==> config.mk <==
export PLATFORM = sky130hd
export DESIGN_NAME = qif_neuron_array
export DESIGN_NICKNAME = d
export VERILOG_FILES = /design/src/rtl/qif_neuron_array.sv
export SDC_FILE = /design/constraint.sdc
export NUM_CORES = 1
export LEC_CHECK = 0
export CAP_MARGIN = 40
export CORE_MARGIN = 3
export CORE_UTILIZATION = 40
export DETAILED_ROUTE_END_ITERATION = 16
export PLACE_DENSITY = 0.63
export RECOVER_POWER = 100
export SLEW_MARGIN = 20
export SYNTH_ARGS = -nofsm -noshare
export SYNTH_HDL_FRONTEND = slang
export SYNTH_SLANG_ARGS = --single-unit
==> constraint.sdc <==
create_clock -name clk -period 7 [get_ports clk]
set_input_delay 2.1 -clock clk [delete_from_list [all_inputs] [get_ports clk]]
set_output_delay 2.1 -clock clk [all_outputs]
set_load 0.02 [all_outputs]
==> src/rtl/qif_neuron_array.sv <==
// rtl/qif_neuron_array.sv - time-multiplexed array of quadratic integrate-and-fire neurons
//
// One shared datapath updates N_CH neuron channels, one channel per clock,
// each time a sweep is started with `step`. Each channel has its own drive
// input, and a refractory counter that freezes the channel after a spike.
//
// Ports:
//   clk        system clock, rising edge
//   rst        asynchronous active-low reset
//   step       start one update sweep (accepted only while idle)
//   B          packed signed drive, channel i at [i*W +: W]
//   busy       high while a sweep is in progress
//   done       one-cycle pulse when a sweep completes
//   V          packed signed membrane potentials, registered
//   spike_out  per-channel spike flags from the last completed sweep

module qif_neuron_array #(
   parameter int N_CH    = 4,
   parameter int W       = 8,
   parameter int SHIFT   = 3,
   parameter int V_PEAK  = 64,
   parameter int V_RESET = -16,
   parameter int REFRAC  = 2
) (
   input  logic              clk,
   input  logic              rst,
   input  logic              step,
   input  logic [N_CH*W-1:0] B,
   output logic              busy,
   output logic              done,
   output logic [N_CH*W-1:0] V,
   output logic [N_CH-1:0]   spike_out
);

   localparam int IW = (N_CH > 1) ? $clog2(N_CH) : 1;
   localparam int RW = (REFRAC > 0) ? $clog2(REFRAC + 1) : 1;
   // Full-precision width: V*V needs 2W bits, plus headroom for the two adds.
   localparam int FW = 2 * W + 2;

   localparam logic signed [FW-1:0] PEAK_F = FW'(V_PEAK);
   localparam logic signed [FW-1:0] MAX_F  = FW'((2 ** (W - 1)) - 1);
   localparam logic signed [FW-1:0] MIN_F  = FW'(-(2 ** (W - 1)));
   localparam logic [W-1:0]         RESET_V = W'(V_RESET);
   localparam logic [W-1:0]         MAX_V   = W'((2 ** (W - 1)) - 1);
   localparam logic [W-1:0]         MIN_V   = W'(-(2 ** (W - 1)));
   localparam logic [RW-1:0]        REFRAC_V = RW'(REFRAC);
   localparam logic [IW-1:0]        LAST_IDX = IW'(N_CH - 1);

   typedef enum logic [1:0] {
      IDLE   = 2'd0,
      UPDATE = 2'd1,
      DONE   = 2'd2
   } state_t;

   state_t state, state_n;

   logic [IW-1:0] idx;
   logic [RW-1:0] refrac [N_CH];

   logic signed [W-1:0]  v_cur;
   logic signed [W-1:0]  b_cur;
   logic signed [FW-1:0] v_ext;
   logic signed [FW-1:0] b_ext;
   logic signed [FW-1:0] sq;
   logic signed [FW-1:0] sum;
   logic [W-1:0]         v_sat;
   logic                 spike_hit;
   logic [RW-1:0]        refrac_cur;

   // ------------------------------------------------------------------
   // Sweep control
   // ------------------------------------------------------------------
   always_ff @(posedge clk or negedge rst) begin
      if (!rst) begin
         state <= IDLE;
      end else begin
         state <= state_n;
      end
   end

   always_comb begin
      state_n = state;
      case (state)
         IDLE: begin
            if (step) begin
               state_n = UPDATE;
            end
         end
         UPDATE: begin
            if (idx == LAST_IDX) begin
               state_n = DONE;
            end
         end
         DONE: begin
            // step is deliberately not looked at here: a held step must not
            // chain straight into a new sweep without passing through IDLE.
            state_n = IDLE;
         end
         default: begin
            state_n = IDLE;
         end
      endcase
   end

   assign busy = (state != IDLE);
   assign done = (state == DONE);

   // ------------------------------------------------------------------
   // Shared Euler datapath for the channel selected by idx
   // ------------------------------------------------------------------
   always_comb begin
      v_cur      = V[idx*W +: W];
      b_cur      = B[idx*W +: W];
      refrac_cur = refrac[idx];
      v_ext      = FW'(v_cur);
      b_ext      = FW'(b_cur);
      // The square is never negative, so the arithmetic shift is a plain divide.
      sq         = v_ext * v_ext;
      sum        = v_ext + (sq >>> SHIFT) + b_ext;
      spike_hit  = (sum >= PEAK_F);
      // Clamp instead of truncating so a large negative drive cannot wrap
      // the membrane around to a positive value.
      if (sum > MAX_F) begin
         v_sat = MAX_V;
      end else if (sum < MIN_F) begin
         v_sat = MIN_V;
      end else begin
         v_sat = sum[W-1:0];
      end
   end

   // ------------------------------------------------------------------
   // Channel state: membranes, refractory counters, spike flags, index
   // ------------------------------------------------------------------
   always_ff @(posedge clk or negedge rst) begin
      if (!rst) begin
         V         <= {N_CH{RESET_V}};
         spike_out <= '0;
         idx       <= '0;
         for (int i = 0; i < N_CH; i++) begin
            refrac[i] <= '0;
         end
      end else begin
         case (state)
            IDLE: begin
               if (step) begin
                  idx       <= '0;
                  spike_out <= '0;
               end
            end
            UPDATE: begin
               if (idx != LAST_IDX) begin
                  idx <= idx + 1'b1;
               end
               if (refrac_cur != '0) begin
                  // Frozen channel: membrane holds, only the counter moves.
                  refrac[idx] <= refrac_cur - 1'b1;
               end else if (spike_hit) begin
                  V[idx*W +: W]  <= RESET_V;
                  spike_out[idx] <= 1'b1;
                  refrac[idx]    <= REFRAC_V;
               end else begin
                  V[idx*W +: W] <= v_sat;
               end
            end
            default: begin
            end
         endcase
      end
   end

endmodule

# --- After elaboration in Yosys (flattened, before gate mapping) ---
# Cells that the tools add are included.
# Widths: inputs -> output; s select.
word_totals:
  regBits: 48
  elab_cells: 78
classes:
  n_addsub: 5
  multipliers: 1
  order_cmp: 7
  eq_ne: 9
  shift: 5
  mux: 25
  n_bitwise: 6
  reduce_logical: 12
op_table:
  columns: ["cell", "count"]
  rows:
  - ["$bwmux 32", 2]
  - ["$shiftx 32x6->8", 2]
  - ["$neg 5->34", 1]
  - ["$shift 8x34->32 const A", 1]
  - ["$shiftx 8x34->32", 1]
  - ["$shiftx 8x34->32 const A", 1]
  - ["$mux 32", 1]
  - ["$mux 8", 4]
  - ["$mul 8x8->16", 1]
  - ["$add 14x8->15", 1]
  - ["$ge 15x8->1 const B", 1]
  - ["$gt 15x8->1 const B", 1]
  - ["$lt 15x8->1 const B", 1]
  - ["$add 8x13->14", 1]
  - ["$mux 2", 7]
  - ["$mux 4", 3]
  - ["$ne 2x2->1 const B", 6]
  - ["$bwmux 8", 1]
  - ["$or 4x4->4", 2]
  - ["$pmux 2 s2", 2]
  - ["$pmux 4 s2", 1]
  - ["$reduce_bool 2->1", 4]
  - ["$reduce_and 2->1", 3]
  - ["$and 4x4->4", 1]
  - ["other kinds (19)", 21]

# --- Depth between registers and ports, before layout ---
# Gate-level depths: netlist (run 1).
depth:
  word_depth: 10
  ltp_mapped: 33
  ltp_nobuf: 30

# --- Worst setup path after synthesis (run 1) ---
# OpenSTA, ideal clock, no wires.
synth_timing:
  kind: "reg2reg"
  from: "register idx[0]"
  to: "register V[30]"
  setup_time_ns: 0.077
  arrival_ns: 7.527
  required_ns: 6.923
  slack_ns: -0.605
  stages_incl_launch_ff: 29
  path_buffers: 3
  period_less_slack_ns: 7.605
  path_cell_list: "dfrtp_1 buf_2 mux4_2 clkbuf_1 nand2_1 fa_1 fa_1 inv_1 fa_1 inv_1 fa_1 inv_1 ha_1 and2_1 o21ai_0 o21ai_0 o41ai_1 xnor2_1 fa_1 inv_1 ha_1 inv_1 or3_1 mux2i_1 a2111oi_4 o41ai_4 buf_6 nand3_1 a31oi_1"
synth_between:
  elab_chain_len: 10
synth_lines:
  columns: ["element", "line", "text"]
  rows:
  - ["from (decl)", "57", "logic [IW-1:0] idx;"]
  - ["from (signal assigned)", "153", "idx <= idx + 1'b1;"]
  - ["$shiftx 32x6->8", "112", "v_cur = V[idx*W +: W];"]
  - ["$mul 8x8->16", "118", "sq = v_ext * v_ext;"]
  - ["$add 8x13->14", "119", "sum = v_ext + (sq >>> SHIFT) + b_ext;"]
  - ["$add 14x8->15", "119", null]
  - ["$lt 15x8->1", "125", "end else if (sum < MIN_F) begin"]
  - ["$mux 8", "125", null]
  - ["$mux 8", "123", "if (sum > MAX_F) begin"]
  - ["$shiftx 8x34->32", "163", "V[idx*W +: W] <= v_sat;"]
  - ["$bwmux 32", "163", null]
  - ["$mux 32", "158", "end else if (spike_hit) begin"]
  - ["to (signal assigned)", "137", "V <= {N_CH{RESET_V}};"]
  - ["to (signal, indexed assignment)", "163", null]
  - ["to (decl)", "31", "output logic [N_CH*W-1:0] V,"]
# Several ways; a longest one is shown, not always the timed one. The select of a mux whose other input is x is not followed.
# A chain may end at the register's enable or synchronous reset.

# --- Worst setup path in the final report (run 1) ---
layout_timing:
  from: "register idx[0]"
  to: "register V[24]"
# Same word-level chain as after synthesis.

==> results of run 1 <==
==> cells by family after synthesis <==
logic type / Yosys count / synth area share [%]
fa+ha+maj: 101 / 29.7
compound gates: 114 / 13.9
buf+inv: 121 / 8.25
simple gates: 166 / 14.3
xor+xnor: 29 / 4.46
flops: 48 / 21.4
mux: 23 / 8.04
==> through the flow <==
| stage | area (µm²) | std cells | hold WS, ps |
|---|---|---|---|
| after floorplan | 5900 | 602 | 459 |
| after CTS | 8040 | 971 | 496 |
| after global routing | 8690 | 987 | 517 |
| after detailed placement | 7660 | 955 | 481 |
| after global placement | 7660 | 955 | 470 |
| final | 8690 | 987 | 481 |
==> cell type report <==
class / instances / area [µm²]
fill: 1055 / 4920
multi-input combinational: 433 / 4720
timing repair buffer: 218 / 1940
sequential: 48 / 1220
inverter: 104 / 395
tap: 176 / 220
clock buffer: 7 / 153
clock inverter: 1 / 30.0
==> cells in the mapped netlist, drive strengths merged, types with 3 or more instances <==
library cell and n:
a21oi 25, a31oi 5, nand4 6, or2 5
dfrtp 32, a32oi 3, a2bb2oi 3, nand2b 3
dfstp 16, xnor2 22, mux2i 3, o211ai 4
nor2 40, o22ai 6, ha 44, xor2 7
and2 17, and3 6, mux4 18, nand3 16
nand2 54, nor2b 6, nor3 5, o21bai 5
a21o 8, buf 5, o21a 5, clkbuf 12
nor4 3, fa 57, inv 103, o21ai 30
==> worst max path at each step <==
stage,depth (start not counted),end,slack (ps)
after global placement,27,V[0]$_DFFE_PN0P_,-440
after floorplan,28,spike_out[0]$_DFFE_PN0P_,10
after detailed placement,27,V[24]$_DFFE_PN0P_,-580
final,31,V[24]$_DFFE_PN0P_,-350
after global routing,32,V[24]$_DFFE_PN0P_,-610
after CTS,31,V[24]$_DFFE_PN0P_,-270
==> layer usage <==
layer  up-vias  global-route usage (%)
met5         -                       0
met4         0                    3.25
met3        22                    2.64
met2       151                    36.7
met1      2579                    27.4
li1       2440                       -
==> critical path, delay by kind of cell, from the launching register on <==
kind | cells | cell delay [ps]
AO/OA/AOI/OAI | 12 | 2090
XOR/XNOR | 2 | 310
buffers and inverters | 7 | 730
AND/OR/NAND/NOR | 2 | 420
adder cells (fa/ha/maj) | 7 | 2680
multiplexers | 1 | 610
flip-flops | 1 | 400
==> flip-flops by register name, indices dropped and copies added (netlist names) <==
| name | flops |
|---|---|
| V | 32 |
| state | 2 |
| spike_out | 4 |
| idx | 2 |
| refrac | 8 |
==> repair_timing <==
| action | CTS | global route |
|---|---|---|
| setup buffers | 8 | 14 |
| setup endpoints to repair | 44 | 44 |
| pin swaps | 0 | 45 |
| gates resized for setup | 23 | 91 |
| gates cloned | 0 | 4 |
==> summary by stage, run 1 <==
Run status
The flow ran to the end, but the final reports show violations. The final reports fail on max-capacitance violations, max-slew violations, negative setup slack.

Hold path
The terminating pin of the worst hold path is refrac[5]$_DFFE_PN0P_. Counting instances, the worst hold path has a depth of 1. The hold path startpoint is refrac[5]$_DFFE_PN0P_. The class of the most critical hold timing path is reg -> reg.

Final layout
The repair_antennas step left the layout with diodes totalling 0. In the final design database the tool counted 946 nets. Cells with a size suffix above 1 make up 39.0% of the layout.

Relative to the synthesized area, the layout overhead comes to 52.4%. The leading cell type in the layout, fill and taps excluded is buf_4. Cells fill 63.8% of the core in the end. Leaving out fill and tap cells, the most frequent cells in the layout are buf_4 (129), inv_1 (94), fa_1 (56).

Logic synthesis
The distinct cell type count after synthesis is 64. Dividing the synthesized area by the synthesized cell count gives 9.47 µm². Yosys printed 0 warnings. The cell area that synthesis handed to floorplanning was 5700 µm². The most used flip-flop cell after synthesis is dfrtp_1. Summed over its instances, the top area cell type makes up 20.0% of the synthesized netlist area. The number of cells produced by synthesis is 602. The sequential area share after synthesis is 21.4%. fa_1 takes more of the synthesized area than any other cell.

After synthesis the netlist holds a flip-flop and latch count of 48. In the post-synthesis netlist, the biggest area contributors are fa_1 (20%), dfrtp_1 (14%), ha_1 (9.7%). In this run, synthesis inferred 0 flip-flops with an integrated enable.

The fraction of registers with async set/reset is 100%. The post-synthesis net count is 738.

Worst setup path
The endpoint identified for the worst register-to-register timing path is V[24]$_DFFE_PN0P_. Data on the critical path arrives at its endpoint at 7550 ps. STA classifies the critical path endpoint as a register.

For the worst setup path, the data required time is 7200 ps. The largest stage delay on the critical path is 610 ps. The minimum setup slack among reg-to-reg paths is -350 ps. The launch instance of the worst register-to-register path is idx[0]$_DFFE_PN0P_. The cell repeated most along the worst path is fa_1. The number of cells on the worst reg-to-reg path is 31. The slowest stage of the critical path belongs to the cell mux4_2. The critical path is of the reg -> reg type. The worst setup path is launched from a register. The start point of the critical path is idx[0]$_DFFE_PN0P_. Along the worst path, the maximum fanout reaches 6.

Clock tree
The maximum number of buffers from clock root to sink is 2. Buffers inserted during clock tree synthesis total 5. The TritonCTS sink count is 48. The root buffer selected by CTS is clkbuf_16. Clock latency on the worst-skew pair, taken at its later pin, is 290 ps. The number of H-tree levels is 2.

The number of hold buffers added after cts is 0. The TritonCTS clock tree is built. Clock-pin slew was measured on the worst setup and hold paths at 70 ps.

Floorplan
The die covers 15700 µm². From bottom edge to top edge, the die measures 125 µm. The die is 125 µm wide. The core region area is 13600 µm². The starting density of the core is 41.9%. The initialized floorplan defines 42 standard-cell rows.

The count of pins on the block boundary is 73.

Global route
The residual overflow from global routing is 0. The global-route wire length before repair is 26500 µm. Entering global routing, the biggest net connects 49 pins. The number of global-route vias before repair is 5380. The all-layer global routing usage is 20.6%.

The number of antenna violations at the first check in global routing was 0.

Run
Max-cap violations in this run came to 1.

STA
At the pin with the least slew margin, the transition time is 2670 ps. Between clock sinks in the finished design, the worst skew comes to 7.88 ps. For this run, the top clock speed supported by timing is 136 MHz.

The number of hold violations in the final report came to 0. In this run the tightest slew margin relative to its limit is -78.1%. Adding up every negative setup slack in the final design gives -11790 ps. The final setup slack of the worst path is -346 ps.

The count of final max-slew check failures is 49. Setup repair after global routing could not meet its margin everywhere. The smallest clock period supported by the final layout is computed as 7350 ps.

The post-route fraction of the period consumed by the critical path is 105%. Setup violations remaining at the end of the flow were counted as 44.

Placed design
The congestion estimate from routability-driven global placement came to 0.896. The HPWL reported at the end of detailed placement is 13300 µm. Timing analysis after detailed placement gives a worst setup slack of -576 ps. The number of I/O port buffers is 72.

Detailed routing
The sum of met3 wire segment lengths after detailed routing is 812 µm. Once detail routing completed, the nets flagged for antenna violations numbered 0. Dividing the detail-routed wire length by the instance count gives 17.4 µm. The detailed-route wire length is 17200 µm. The total via count in the routed design is 5192. Dividing the detail-routed via count by the number of cells gives 5.26. The number of remaining DRC errors is 0. In this run, the number of DRC markers left after iteration 0 of detailed routing was 332. The uppermost signal routing layer after detailed routing is met4. The detailed-routing iteration count for the pre-antenna-repair pass is 5. The wire length on met1 is 7120 µm. The total met2 wirelength after detailed routing is 9010 µm.
Power of run 1 is left out: the tool's default activity adds up to more than one toggle a clock period on the data nets, which glitch-free logic cannot reach.
==> run 2, diff against run 1 <==
--- a/config.mk
+++ b/config.mk
@@ -6,7 +6,6 @@
 export NUM_CORES = 1
 export LEC_CHECK = 0
 export CAP_MARGIN = 40
-export CORE_MARGIN = 3
 export CORE_UTILIZATION = 40
 export DETAILED_ROUTE_END_ITERATION = 16
 export PLACE_DENSITY = 0.63
==> summary by stage, run 2 (synthesis gave the netlist of run 1 again) <==
Global route
The first global-routing pass estimated 26400 µm of wire. The maximum number of pins on one net before global-route repair is 33. The number of global-route vias before repair is 5494. The residual overflow from global routing is 0. For this run, the total global-route usage over all layers was measured as 23.0%. The number of antenna violations at the first check in global routing was 0.

STA
The worst setup skew after layout is 7.94 ps. Setup violations remaining at the end of the flow were counted as 44. The highest clock rate is 136 MHz. Headroom to the max-slew limit came out at 49.6%.

The post-route fraction of the period consumed by the critical path is 105%. The shortest period the worst path allows is 7360 ps. Across all hold checks on the routed design, the worst slack comes to 486 ps.

The total negative setup slack is -13300 ps. The final setup slack of the worst path is -358 ps. The count of final max-slew check failures came to 0. Setup repair after global routing could not meet its margin everywhere. For the pin with the worst max-slew slack, the measured transition is 751 ps.

The number of hold violations in the final report was 0.

Final layout
The flip-flop count of the largest register after layout is 32. The largest registers in the layout are V x32, refrac x8, spike_out x4. The area growth from synthesis to layout is 53.1%. In the layout the commonest cells are buf_4 (128), inv_1 (87), clkdlybuf4s50_1 (71). Leaving out fill and tap cells, the most frequent cell in the layout is buf_4. The number of nets in the layout is 948.

Cells with a size suffix above 1 make up 40.8% of the layout. Counting the fill cells in the layout gives 1107. The count of antenna diodes in the layout is 0.

V holds more flip-flops than any other register.

Detailed routing
The uppermost signal routing layer after detailed routing is met4. In this run the remaining antenna-violating nets after routing total 0. For this block, wires on met1 add up to 7210 µm. The violation count after the first detailed-route iteration is 241.

For this block, the via count after detailed routing is 5279. After detailed routing, the average wire length per cell comes to 17.7 µm. The detailed-route wire length is 17600 µm. The sum of met3 wire segment lengths after detailed routing is 639 µm. The first detailed-routing pass ran for 4 iterations. In the routed layout, each cell is associated on average with a via count of 5.32. The number of remaining DRC errors is 0. The total met2 wirelength after detailed routing is 9350 µm.

Clock tree
In this run, CTS created clock tree buffers numbering 5. The cell sitting at the root of the clock tree is a clkbuf_16. The clock passes through at most 2 buffers. The TritonCTS clock tree is built.

The TritonCTS sink count is 48. The clock latency on the worst-skew pair is 290 ps. The H-tree was split into 2 levels.

The clock edge transition at the registers on the reported setup and hold paths is 60 ps.

Floorplan
The starting density of the core is 41.1%. In this run the count of I/O pins placed on the die edge is 73. After floorplanning, the core was sized to cover 13900 µm². The die is 121 µm wide. The row count is 43. The floorplan step set the die height to 121 µm. The floorplan die area is 14700 µm².

Worst setup path
The peak fanout along the critical path is 8. The minimum setup slack among reg-to-reg paths is -360 ps. The number of cells on the worst reg-to-reg path is 28. Data on the critical path arrives at its endpoint at 7570 ps. By instance count, the cell type seen most on the critical path is fa_1.

The worst setup path is launched from a register. The endpoint of the worst-slack reg-to-reg timing path is V[27]$_DFFE_PN0P_. Data on the critical path is required at its endpoint by 7210 ps. The worst register-to-register path begins at idx[0]$_DFFE_PN0P_. In this design, the stage delay of the slowest critical-path cell is 650 ps.

The cell at the slowest stage of the critical path is mux4_2. The worst setup path is of the reg -> reg kind. The nature of the critical path endpoint is a register.

Placed design
At the end of routability-driven placement, the weighted congestion stood at 0.896. Prior to clock tree synthesis, the placed netlist has a worst setup slack of -514 ps. The number of I/O port buffers is 72. The HPWL reported at the end of detailed placement is 13000 µm.

Hold path
The worst hold path belongs to the class reg -> reg. The worst hold path begins at refrac[3]$_DFFE_PN0P_. Counting instances, the worst hold path has a depth of 1. The terminating pin of the worst hold path is refrac[3]$_DFFE_PN0P_.

Run status
The checks that failed: negative setup slack. The run finished, with violations left.

Run
The tool flagged a number of max-cap violations equal to 0.
[run 2: changes by cell type in the layout (fill, tap and decap cells not counted), moves of 5 or more]
| cell | delta |
|---|---|
| clkdlybuf4s50_1 | +39 |
| dlygate4sd3_1 | -39 |
| inv_1 | -7 |
| inv_2 | +7 |
| a21oi_2 | +6 |
| a21oi_4 | -5 |
| nand3_1 | +5 |
| o21ai_2 | -5 |
[run 2: layer usage]
layer	GRT usage, %	up-vias
li1	-	2447
met1	28.9	2667
met2	41.4	130
met3	2.02	35
met4	7.02	0
met5	0	-
[run 2: area by class of cell]
type	instances	area, µm²	area share, %
Sequential cell	48	1220	14.0
Inverter	104	395	4.53
Clock buffer	7	143	1.63
Multi-Input combinational cell	434	4770	54.7
Timing Repair Buffer	219	1960	22.5
Clock inverter	1	8.76	0.100
Tap cell	180	225	2.58
[run 2: worst max-delay path by stage]
stage | end | from
after CTS | V[30]$_DFFE_PN1P_ | idx[0]$_DFFE_PN0P_
after global routing | V[30]$_DFFE_PN1P_ | idx[0]$_DFFE_PN0P_
after global placement | V[25]$_DFFE_PN0P_ | idx[0]$_DFFE_PN0P_
final | V[27]$_DFFE_PN0P_ | idx[0]$_DFFE_PN0P_
after detailed placement | V[2]$_DFFE_PN0P_ | idx[0]$_DFFE_PN0P_
after floorplan | spike_out[0]$_DFFE_PN0P_ | idx[0]$_DFFE_PN0P_
[run 2: critical path, delay by kind of cell, from the launching register on]
kind                     cells  cell delay, ps
AO/OA/AOI/OAI                6            1310
multiplexers                 1             650
XOR/XNOR                     3             520
adder cells (fa/ha/maj)      7            2770
flip-flops                   1             530
AND/OR/NAND/NOR              5             970
buffers and inverters        6             530
[run 2: metrics by stage]
step,utilization (%),instance area [µm²],instances
global placement,54.9,7620,951
detailed placement,55.1,7650,953
global route,62.9,8720,993
CTS,58.5,8120,974
floorplan,-,5900,602
finish,62.9,8720,993
[run 2: timing repair]
action                     in CTS  in global routing
setup endpoints to repair      44                 44
gates cloned                    1                  2
hold buffers                    0                  0
setup buffers                  13                 18
pin swaps                      24                 45
gates resized for setup        46                 88
Power of run 2 is left out for the same reason.
